==> src/rtl/pwm_capture_if.sv <==
// Measurement result bus of pwm_capture: period/high-time results plus lock and
// stuck-line status, driven by the capture block and read by its consumer.
interface pwm_capture_if #(
  parameter int WIDTH = 8
);
  // meas_valid is a one-cycle strobe with no backpressure: period_out/high_out
  // change only in a meas_valid cycle and the consumer must take them then.
  // stuck is likewise a one-cycle strobe and never coincides with meas_valid.
  logic [WIDTH-1:0] period_out;
  logic [WIDTH-1:0] high_out;
  logic             meas_valid;
  logic             locked;
  logic             stuck;
  logic             stuck_level;

  modport master (
    output period_out,
    output high_out,
    output meas_valid,
    output locked,
    output stuck,
    output stuck_level
  );

  modport slave (
    input period_out,
    input high_out,
    input meas_valid,
    input locked,
    input stuck,
    input stuck_level
  );
endinterface

==> src/rtl/pwm_capture.sv <==
// PWM receiver: measures period and high time between consecutive rising edges
// of an asynchronous input, flags lock on repeated results and stuck lines.
module pwm_capture #(
  parameter int WIDTH       = 8,
  parameter int SYNC_STAGES = 2
) (
  input  logic          clk,
  input  logic          srst,
  input  logic          pwm_in,
  pwm_capture_if.master meas,
  output logic [1:0]    state_dbg
);

  typedef enum logic [1:0] {
    ST_IDLE  = 2'd0,
    ST_ARMED = 2'd1,
    ST_MEAS  = 2'd2
  } state_t;

  localparam logic [WIDTH-1:0] CNT_ONE  = {{(WIDTH-1){1'b0}}, 1'b1};
  localparam logic [WIDTH-1:0] CNT_MAX  = {WIDTH{1'b1}};
  localparam logic [WIDTH-1:0] TMO_LAST = {{(WIDTH-1){1'b1}}, 1'b0};

  // Input synchronizer. fill_q tracks which stages hold real samples so that
  // the reset zeros in the chain are never mistaken for a low input level.
  logic [SYNC_STAGES-1:0] sync_q;
  logic [SYNC_STAGES-1:0] fill_q;
  logic                   prev_q;
  logic                   sync;
  logic                   sync_ok;
  logic                   rise;

  always_ff @(posedge clk) begin
    if (srst) begin
      sync_q <= '0;
      fill_q <= '0;
      prev_q <= 1'b0;
    end else begin
      sync_q <= {sync_q[SYNC_STAGES-2:0], pwm_in};
      fill_q <= {fill_q[SYNC_STAGES-2:0], 1'b1};
      prev_q <= sync;
    end
  end

  assign sync    = sync_q[SYNC_STAGES-1];
  assign sync_ok = fill_q[SYNC_STAGES-1];
  assign rise    = sync & ~prev_q;

  state_t           state_q, state_d;
  logic [WIDTH-1:0] cnt_p_q, cnt_p_d;
  logic [WIDTH-1:0] cnt_h_q, cnt_h_d;
  logic [WIDTH-1:0] tmo_q, tmo_d;
  logic [WIDTH-1:0] last_p_q, last_p_d;
  logic [WIDTH-1:0] last_h_q, last_h_d;
  logic             have_last_q, have_last_d;
  logic [WIDTH-1:0] period_q, period_d;
  logic [WIDTH-1:0] high_q, high_d;
  logic             valid_q, valid_d;
  logic             locked_q, locked_d;
  logic             stuck_q, stuck_d;
  logic             stuck_lvl_q, stuck_lvl_d;
  logic             publish;
  logic             timeout;

  always_ff @(posedge clk) begin
    if (srst) begin
      state_q     <= ST_IDLE;
      cnt_p_q     <= '0;
      cnt_h_q     <= '0;
      tmo_q       <= '0;
      last_p_q    <= '0;
      last_h_q    <= '0;
      have_last_q <= 1'b0;
      period_q    <= '0;
      high_q      <= '0;
      valid_q     <= 1'b0;
      locked_q    <= 1'b0;
      stuck_q     <= 1'b0;
      stuck_lvl_q <= 1'b0;
    end else begin
      state_q     <= state_d;
      cnt_p_q     <= cnt_p_d;
      cnt_h_q     <= cnt_h_d;
      tmo_q       <= tmo_d;
      last_p_q    <= last_p_d;
      last_h_q    <= last_h_d;
      have_last_q <= have_last_d;
      period_q    <= period_d;
      high_q      <= high_d;
      valid_q     <= valid_d;
      locked_q    <= locked_d;
      stuck_q     <= stuck_d;
      stuck_lvl_q <= stuck_lvl_d;
    end
  end

  // tmo counts cycles since the last rise, the rise cycle itself being 0, so
  // it tracks cnt_p exactly. Firing when it would step onto CNT_MAX keeps
  // cnt_p from ever exceeding CNT_MAX-1; a rise in that same cycle wins.
  assign timeout = ~rise && (tmo_q >= TMO_LAST);

  always_comb begin
    state_d     = state_q;
    cnt_p_d     = cnt_p_q;
    cnt_h_d     = cnt_h_q;
    tmo_d       = (tmo_q == CNT_MAX) ? tmo_q : tmo_q + CNT_ONE;
    last_p_d    = last_p_q;
    last_h_d    = last_h_q;
    have_last_d = have_last_q;
    period_d    = period_q;
    high_d      = high_q;
    valid_d     = 1'b0;
    locked_d    = locked_q;
    stuck_d     = 1'b0;
    stuck_lvl_d = stuck_lvl_q;
    publish     = 1'b0;

    if (rise) begin
      tmo_d = CNT_ONE;
    end

    case (state_q)
      ST_IDLE: begin
        if (sync_ok && !sync) begin
          state_d = ST_ARMED;
        end
      end
      ST_ARMED: begin
        if (rise) begin
          state_d = ST_MEAS;
          cnt_p_d = CNT_ONE;
          cnt_h_d = CNT_ONE;
        end
      end
      ST_MEAS: begin
        if (rise) begin
          publish = 1'b1;
          cnt_p_d = CNT_ONE;
          cnt_h_d = CNT_ONE;
        end else begin
          cnt_p_d = cnt_p_q + CNT_ONE;
          cnt_h_d = cnt_h_q + {{(WIDTH-1){1'b0}}, sync};
        end
      end
      default: begin
        state_d = ST_IDLE;
      end
    endcase

    // The first result after reset or timeout only seeds the comparison pair.
    if (publish) begin
      period_d    = cnt_p_q;
      high_d      = cnt_h_q;
      valid_d     = 1'b1;
      locked_d    = have_last_q && (cnt_p_q == last_p_q) && (cnt_h_q == last_h_q);
      last_p_d    = cnt_p_q;
      last_h_d    = cnt_h_q;
      have_last_d = 1'b1;
    end

    if (timeout) begin
      state_d     = ST_IDLE;
      tmo_d       = '0;
      cnt_p_d     = '0;
      cnt_h_d     = '0;
      stuck_d     = 1'b1;
      stuck_lvl_d = sync;
      period_d    = '0;
      high_d      = '0;
      locked_d    = 1'b0;
      have_last_d = 1'b0;
    end
  end

  assign meas.period_out  = period_q;
  assign meas.high_out    = high_q;
  assign meas.meas_valid  = valid_q;
  assign meas.locked      = locked_q;
  assign meas.stuck       = stuck_q;
  assign meas.stuck_level = stuck_lvl_q;
  assign state_dbg        = state_q;

endmodule

==> src/flat_wrapper.sv <==
// flat-port wrapper written by rule: the top's interface ports become plain ports
module pwm_capture_flat 
#(
  parameter int WIDTH       = 8,
  parameter int SYNC_STAGES = 2
)
  (clk, srst, pwm_in, state_dbg, meas_period_out, meas_high_out, meas_meas_valid, meas_locked, meas_stuck, meas_stuck_level);
  pwm_capture_if #(.WIDTH(WIDTH)) meas_i ();
  input  logic clk;
  input  logic srst;
  input  logic pwm_in;
  output logic [1:0] state_dbg;
  output wire logic [$bits(meas_i.period_out)-1:0] meas_period_out;
  output wire logic [$bits(meas_i.high_out)-1:0] meas_high_out;
  output wire logic [$bits(meas_i.meas_valid)-1:0] meas_meas_valid;
  output wire logic [$bits(meas_i.locked)-1:0] meas_locked;
  output wire logic [$bits(meas_i.stuck)-1:0] meas_stuck;
  output wire logic [$bits(meas_i.stuck_level)-1:0] meas_stuck_level;
  assign meas_period_out = meas_i.period_out;
  assign meas_high_out = meas_i.high_out;
  assign meas_meas_valid = meas_i.meas_valid;
  assign meas_locked = meas_i.locked;
  assign meas_stuck = meas_i.stuck;
  assign meas_stuck_level = meas_i.stuck_level;
  pwm_capture #(.WIDTH(WIDTH), .SYNC_STAGES(SYNC_STAGES)) u_core (.clk(clk), .srst(srst), .pwm_in(pwm_in), .meas(meas_i), .state_dbg(state_dbg));
endmodule
==> config.mk <==
export PLATFORM = sky130hd
export DESIGN_NAME = pwm_capture_flat
export DESIGN_NICKNAME = d
export VERILOG_FILES = /design/src/rtl/pwm_capture_if.sv /design/src/rtl/pwm_capture.sv /design/src/flat_wrapper.sv
export SDC_FILE = /design/constraint.sdc
export NUM_CORES = 1
export LEC_CHECK = 0
export CORE_MARGIN = 2
export CORE_UTILIZATION = 49
export DETAILED_ROUTE_END_ITERATION = 7
export HOLD_SLACK_MARGIN = 0.08
export PLACE_DENSITY = 0.82
export SLEW_MARGIN = 10
export SYNTH_ARGS = -nofsm -noshare
export SYNTH_HDL_FRONTEND = slang
export SYNTH_SLANG_ARGS = --single-unit
==> constraint.sdc <==
create_clock -name clk -period 3.4 [get_ports clk]
set_clock_uncertainty 0.05 [all_clocks]
set_input_delay 0.34 -clock clk [delete_from_list [all_inputs] [get_ports clk]]
set_output_delay 0.34 -clock clk [all_outputs]
set_load 0.005 [all_outputs]
==> run summary, run 1 <==
OUTCOME
----------------------------------------------------------------------------------------
Run status                                                                     completed

GRT
----------------------------------------------------------------------------------------
Vias in the first global route                                                      2235
GRT Residual Overflow                                                                  0
Pin count of the biggest net entering global routing                                  37
Wire length of the first global-routing pass                                    10100 um
Total routing resource utilization after global routing                            20.6%
Initial antenna violation count                                                        0

FLOORPLAN
----------------------------------------------------------------------------------------
Area of the die                                                                 6380 um2
Initial cell density of the core                                                   50.9%
Die boundary width                                                               79.9 um
Number of rows created at floorplan                                                   27
Floorplan Core Area                                                             5540 um2
Total I/O pin count                                                                   25
Die outline height                                                               79.9 um

PLACEMENT
----------------------------------------------------------------------------------------
Pre-CTS setup slack                                                              1.27 ns
Routability-driven placement congestion ratio                                      0.800
Number of buffers added on ports                                                      24
HPWL after detailed placement                                                    3940 um
Area of placed instances                                                        3090 um2
Placed cell count                                                                    401

SETUP PATH
----------------------------------------------------------------------------------------
Largest driver fanout on the critical path                                            14
Worst flop-to-flop path startpoint                                          u_core.sync_q[1]
Chain of cells forming the critical path                                    and2b_1 -> o41ai_4 -> buf_4 -> a211oi_1
Count of cells along the worst register-to-register path                               4
Capturing instance or port of the critical path                             u_core.cnt_p_q[0]
Endpoint of the worst register-to-register path                             u_core.cnt_p_q[0]
Startpoint-to-endpoint class of the critical path                           flop to flop
Internal reg-to-reg setup slack                                                  1.24 ns
Required time of the critical path                                               3.55 ns
Slowest library cell on the worst path                                      sky130_fd_sc_hd__o41ai_4
Arrival time of the worst setup path                                             2.31 ns
Max incr delay on CP                                                             0.86 ns
Setup crit start kind                                                               flop
Start point of the critical path                                            u_core.sync_q[1]
Critical path endpoint category                                                     flop

SYNTHESIS
----------------------------------------------------------------------------------------
Area fraction of the dominant cell type after synthesis                            48.3%
Commonest cells in the synthesized netlist                                  sky130_fd_sc_hd__dfxtp_1, sky130_fd_sc_hd__nand2_1, sky130_fd_sc_hd__a21oi_1
Synth Net Count                                                                      326
Seq/Total Area, Yosys                                                              48.3%
Post-synthesis adder-cell area fraction                                            2.22%
Gate count after technology mapping                                                  318
Most frequently used cell type in the post-synthesis netlist                sky130_fd_sc_hd__dfxtp_1
Main combinational cell family by area after synthesis                      simple AND/OR/NAND/NOR gates
Share of flip-flops with an asynchronous set or reset after synthesis                 0%
Post-synthesis simple-gate area fraction                                           20.8%
Top area cells in the synthesized netlist                                   sky130_fd_sc_hd__dfxtp_1, sky130_fd_sc_hd__a21oi_1, sky130_fd_sc_hd__nand2_1, sky130_fd_sc_hd__xor2_1, sky130_fd_sc_hd__nor2_1
Synth area leader                                                           sky130_fd_sc_hd__dfxtp_1
Synthesized area                                                                2820 um2
Synthesized-area fraction occupied by ao, oa, aoi and oai cells                    16.5%
Portion of netlist area occupied by mux cells                                     0.710%
Avg Cell Area, Syn                                                              8.87 um2
Xor and xnor area share after synthesis                                            7.14%
Primary FF master, synth                                                    sky130_fd_sc_hd__dfxtp_1
Number of unique standard cell types used by synthesis                                44
Flip-flop and latch count after synthesis                                             68
Syn. warnings                                                                          0
EDFF count, synth                                                                      0

CLOCK TREE
----------------------------------------------------------------------------------------
Hold_buf cts                                                                           0
CTS clock-pin slew for the worst setup and hold paths                            0.06 ns
Post-CTS setup buffer count                                                            0
Maximum clock path buffer count                                                        2
CTS tree                                                                             yes
Number of sinks handled by clock tree synthesis                                       68
Number of levels in the clock H-tree                                                   3
Total of cells resized after clock tree synthesis                                      0
TritonCTS Buffers                                                                      9
Clock tree root buffer cell                                                 sky130_fd_sc_hd__clkbuf_8
Skew-Pair Late Insertion Delay                                                   0.34 ns

STA
----------------------------------------------------------------------------------------
Aggregate negative setup slack                                                      0 ns
Ratio of final minimum period to clock period                                      63.5%
Total of endpoints with negative setup slack in the final report                       0
Worst Setup Slack, final                                                         1.24 ns
Count of endpoints failing hold in the final timing report                             0
Final critical delay including setup and external delays                         2.16 ns
Final Max Slew Viols                                                                   0
Max Clk Rate                                                                     463 MHz
Unrepaired setup endpoints after global routing                                    false
Worst-case headroom to the max-slew limit                                          43.6%
Actual slew at the worst max-slew pin                                           0.843 ns

PWR
----------------------------------------------------------------------------------------
Power density over the cells                                                  487 nW/um2
Overall power after layout                                                       1.62 mW
Worst-case vdd ir drop                                                          0.514 mV
Leak                                                                             1.26 nW

ROUTING
----------------------------------------------------------------------------------------
Routed WL                                                                        5830 um
Via total after detailed routing                                                    2286
Post-detailed-route count of antenna-violating nets                                    0
DRC violations left                                                                    0
Number of vias per cell                                                             5.48
Number of search-and-repair iterations in the first detailed-routing pass              4
1st-iter DRT viols                                                                   108
DR WL/cell                                                                       14.0 um

LAYOUT
----------------------------------------------------------------------------------------
Final design area excluding fillers                                             3320 um2
Share of final-layout standard cells stronger than drive strength 1                8.12%
Final #Nets                                                                          348
Number of standard cells in the layout, taps in and fillers out                      417
Number of diodes                                                                       0
Area grow syn2layout                                                               17.8%

HOLD PATH
----------------------------------------------------------------------------------------
Path type of the worst min-delay path                                       flop to flop

FLOW RUN
----------------------------------------------------------------------------------------
Max capacitance violation total                                                        0

routing by layer:
metal | track usage (%) | part of all wire, %
met5 | 0 | 0
met4 | 5.76 | 1.2
met3 | 8.14 | 5.3
met2 | 34.9 | 49
met1 | 24.2 | 45
report_power, final:
| part | total, mW | internal [mW] | switching (mW) |
|---|---|---|---|
| registers | 0.813 | 0.804 | 0.00873 |
| logic | 0.0484 | 0.0183 | 0.0301 |
| clock network | 0.758 | 0.470 | 0.288 |
| total | 1.62 | 1.29 | 0.327 |
stage by stage:
stage	utilization (%)	hold WS [ns]
final	60.0	0.404
after global routing	60.0	0.422
after CTS	60.0	0.408
after detailed placement	55.7	0.395
after global placement	55.7	0.368
after floorplan	-	0.362
flip-flops by register name (all words and copies together) (netlist names):
| name | flops |
|---|---|
| u_core.prev_q | 1 |
| u_core.state_dbg | 2 |
| u_core.last_p_q | 8 |
| u_core.meas.period_out | 8 |
| u_core.meas.high_out | 8 |
| u_core.cnt_h_q | 8 |
| u_core.meas.stuck | 1 |
| u_core.last_h_q | 8 |
| u_core.meas.stuck_level | 1 |
| u_core.have_last_q | 1 |
| u_core.tmo_q | 8 |
| u_core.sync_q | 2 |
| u_core.cnt_p_q | 8 |
| u_core.meas.meas_valid | 1 |
| u_core.fill_q | 2 |
| u_core.meas.locked | 1 |
layout make-up:
type | count | area [um2]
fillers | 504 | 2220
flip-flops and latches | 68 | 1360
multi-input cells | 226 | 1340
repair buffers | 29 | 278
clock buffers | 12 | 165
well taps | 72 | 90.1
clock inverters | 4 | 70.1
inverters | 6 | 22.5
cells by family (layout without fill, tap and decap cells):
group,Yosys count,after routing
XOR/XNOR,23,23
AO/OA/AOI/OAI,76,76
multiplexers,2,2
adder cells (fa/ha/maj),5,5
flip-flops,68,68
AND/OR/NAND/NOR,120,120
buffers and inverters,24,51
worst min path at each step:
stage | startpoint | end | slack [ns] | cells after the start
after floorplan | srst | u_core.fill_q[1] | 0.36 | 1
after global placement | u_core.sync_q[0] | u_core.sync_q[1] | 0.37 | 1
after detailed placement | u_core.fill_q[0] | u_core.fill_q[1] | 0.40 | 1
after CTS | u_core.meas.high_out[6] | u_core.meas.high_out[6] | 0.41 | 2
after global routing | u_core.sync_q[0] | u_core.sync_q[1] | 0.42 | 1
final | u_core.meas.period_out[3] | u_core.meas.period_out[3] | 0.40 | 2
critical path: cells and delay by family (launching register included):
family                 cells  cell delay (ns)
AO/OA/AOI/OAI              2             0.92
buffers and inverters      1             0.33
AND/OR/NAND/NOR            1             0.33
flip-flops                 1             0.39
cells in the final DEF, fill, tap and decap left out, drive strengths merged, types with 2 or more instances in the layout:
cell type / count
nand4: 4
a211oi: 5
dfxtp: 68
a311oi: 4
nand4bb: 2
nand3b: 4
nor4: 5
ha: 5
clkinv: 2
xnor2: 5
nor2: 18
clkbuf: 12
nand2: 57
or3: 2
or2: 2
nor2b: 3
xor2: 18
o22ai: 2
inv: 6
mux2i: 2
a21oi: 48
clkdlybuf4s50: 24
buf: 5
or4b: 2
and3: 2
nand2b: 3
o21ai: 10
and2: 2
nor3: 5
bufinv: 2
nand3: 5
Power figures use the tool's default switching activity.
==> run 2, diff against run 1 <==
--- a/config.mk
+++ b/config.mk
@@ -9,7 +9,7 @@
 export CORE_UTILIZATION = 49
 export DETAILED_ROUTE_END_ITERATION = 7
 export HOLD_SLACK_MARGIN = 0.08
-export PLACE_DENSITY = 0.82
+export PLACE_DENSITY = 0.84
 export SLEW_MARGIN = 10
 export SYNTH_ARGS = -nofsm -noshare
 export SYNTH_HDL_FRONTEND = slang
==> constraint.sdc (replaced) <==
create_clock -name clk -period 1.8 [get_ports clk]
set_clock_uncertainty 0.05 [all_clocks]
set_input_delay 0.18 -clock clk [delete_from_list [all_inputs] [get_ports clk]]
set_output_delay 0.18 -clock clk [all_outputs]
set_load 0.005 [all_outputs]
==> run summary, run 2 (synthesis gave the netlist of run 1 again) <==
GRT
----------------------------------------------------------------------------------------
Wire length of the first global-routing pass                                     9920 um
Total routing resource utilization after global routing                            20.5%
Pin count of the biggest net entering global routing                                  36
GRT Residual Overflow                                                                  0
Vias in the first global route                                                      2189
Initial antenna violation count                                                        0

STA
----------------------------------------------------------------------------------------
Final Max Slew Viols                                                                   0
Max Clk Rate                                                                     589 MHz
Worst Setup Slack, final                                                        0.102 ns
Final worst hold slack                                                          0.328 ns
Worst-case headroom to the max-slew limit                                          76.4%
Total of endpoints with negative setup slack in the final report                       0
Ratio of final minimum period to clock period                                      94.4%
Actual slew at the worst max-slew pin                                           0.354 ns
Aggregate negative setup slack                                                      0 ns
Final critical delay including setup and external delays                         1.70 ns
Count of endpoints failing hold in the final timing report                             0
Unrepaired setup endpoints after global routing                                    false

LAYOUT
----------------------------------------------------------------------------------------
Final design area excluding fillers                                             3370 um2
Share of final-layout standard cells stronger than drive strength 1                10.8%
Most common library cell in the layout ignoring fill and taps               sky130_fd_sc_hd__dfxtp_1
Final #Nets                                                                          357
Number of diodes                                                                       0
Area grow syn2layout                                                               19.3%
Commonest non-fill, non-tap cells in the layout                             sky130_fd_sc_hd__dfxtp_1, sky130_fd_sc_hd__nand2_1, sky130_fd_sc_hd__a21oi_1, sky130_fd_sc_hd__clkdlybuf4s50_1, sky130_fd_sc_hd__xor2_1

CLOCK TREE
----------------------------------------------------------------------------------------
Number of levels in the clock H-tree                                                   3
Clock tree root buffer cell                                                 sky130_fd_sc_hd__clkbuf_8
Skew-Pair Late Insertion Delay                                                   0.34 ns
CTS tree                                                                             yes
Number of sinks handled by clock tree synthesis                                       68
Maximum clock path buffer count                                                        2
CTS clock-pin slew for the worst setup and hold paths                            0.07 ns
Hold_buf cts                                                                           0
TritonCTS Buffers                                                                      9

SETUP PATH
----------------------------------------------------------------------------------------
Required time of the critical path                                               1.98 ns
Largest driver fanout on the critical path                                             6
Setup crit start kind                                                               flop
Startpoint-to-endpoint class of the critical path                           flop to flop
Critical path endpoint category                                                     flop
Arrival time of the worst setup path                                             1.88 ns

FLOORPLAN
----------------------------------------------------------------------------------------
Total I/O pin count                                                                   25
Area of the die                                                                 6380 um2
Die boundary width                                                               79.9 um
Floorplan Core Area                                                             5540 um2
Initial cell density of the core                                                   50.9%
Die outline height                                                               79.9 um
Number of rows created at floorplan                                                   27

PLACEMENT
----------------------------------------------------------------------------------------
Pre-CTS setup slack                                                            0.0884 ns
Area of placed instances                                                        3170 um2
HPWL after detailed placement                                                    4090 um
Number of buffers added on ports                                                      24
Routability-driven placement congestion ratio                                      0.815

PWR
----------------------------------------------------------------------------------------
Leak                                                                             1.28 nW
Worst-case vdd ir drop                                                          0.526 mV
Power density over the cells                                                  851 nW/um2

ROUTING
----------------------------------------------------------------------------------------
Post-detailed-route count of antenna-violating nets                                    0
Detailed-routed wire length on met2                                              3010 um
1st-iter DRT viols                                                                   218
DR WL/cell                                                                       14.1 um
Number of vias per cell                                                             5.44
Highest metal layer with signal wires                                               met4
Routed WL                                                                        5980 um
Met3 WL post-DR                                                                   232 um
Wire length the detailed router placed on met1                                   2630 um
DRC violations left                                                                    0
Via total after detailed routing                                                    2311
Number of search-and-repair iterations in the first detailed-routing pass              4

OUTCOME
----------------------------------------------------------------------------------------
Run status                                                                     completed

HOLD PATH
----------------------------------------------------------------------------------------
Path type of the worst min-delay path                                       input port to flop

FLOW RUN
----------------------------------------------------------------------------------------
Max capacitance violation total                                                        0

==> run 2: routing by layer <==
layer / vias to the layer above / GRT usage (%)
li1: 1162 / -
met4: 0 / 9.49
met5: - / 0
met3: 13 / 6.79
met1: 1084 / 24.5
met2: 52 / 33.4
==> run 2: worst max-delay path: stages (launching register included) <==
cell and delay (ns):
sky130_fd_sc_hd__dfxtp_1 0.43, sky130_fd_sc_hd__ha_1 0.23, sky130_fd_sc_hd__nand3_1 0.11, sky130_fd_sc_hd__or4b_2 0.61, sky130_fd_sc_hd__o21ai_0 0.10, sky130_fd_sc_hd__nor2_1 0.05
==> run 2: report_power, final <==
part	internal, mW	switching, mW
clock network	0.662	0.564
logic	0.0439	0.0629
registers	1.52	0.0135
total	2.22	0.641
==> run 2: timing repair <==
| item | 4_1_cts | 5_1_grt |
|---|---|---|
| endpoints found under the setup margin | 0 | 2 |
| buffers inserted | 0 | 0 |
| resized for setup | 0 | 2 |
| endpoints found under the hold margin | 0 | 0 |
==> run 2: through the flow <==
stage | util [%] | cells | power, mW
2_1_floorplan | - | 318 | 1.63
6_report | 60.7 | 425 | 2.86
5_1_grt | 60.7 | 425 | 2.98
3_3_place_gp | 57.2 | 410 | 1.67
3_5_place_dp | 57.2 | 410 | 1.67
4_1_cts | 60.6 | 425 | 2.89
==> run 2: area by class of cell <==
type                    count  area (um2)
clock buffers              10         138
clock inverters             5        52.6
fillers                   487        2170
inverters                   6        22.5
multi-input cells         226        1340
flip-flops and latches     68        1360
well taps                  72        90.1
repair buffers             38         358
==> run 2: path summary, 6_finish.rpt <==
kind              cells after the start          endpoint             start  slack, ns
setup / recovery                      5   u_core.tmo_q[6]   u_core.tmo_q[1]       0.10
hold / removal                        2  u_core.sync_q[0]            pwm_in       0.33
setup reg to reg                      5   u_core.tmo_q[6]   u_core.tmo_q[1]       0.10
hold reg to reg                       1  u_core.sync_q[1]  u_core.sync_q[0]       0.40
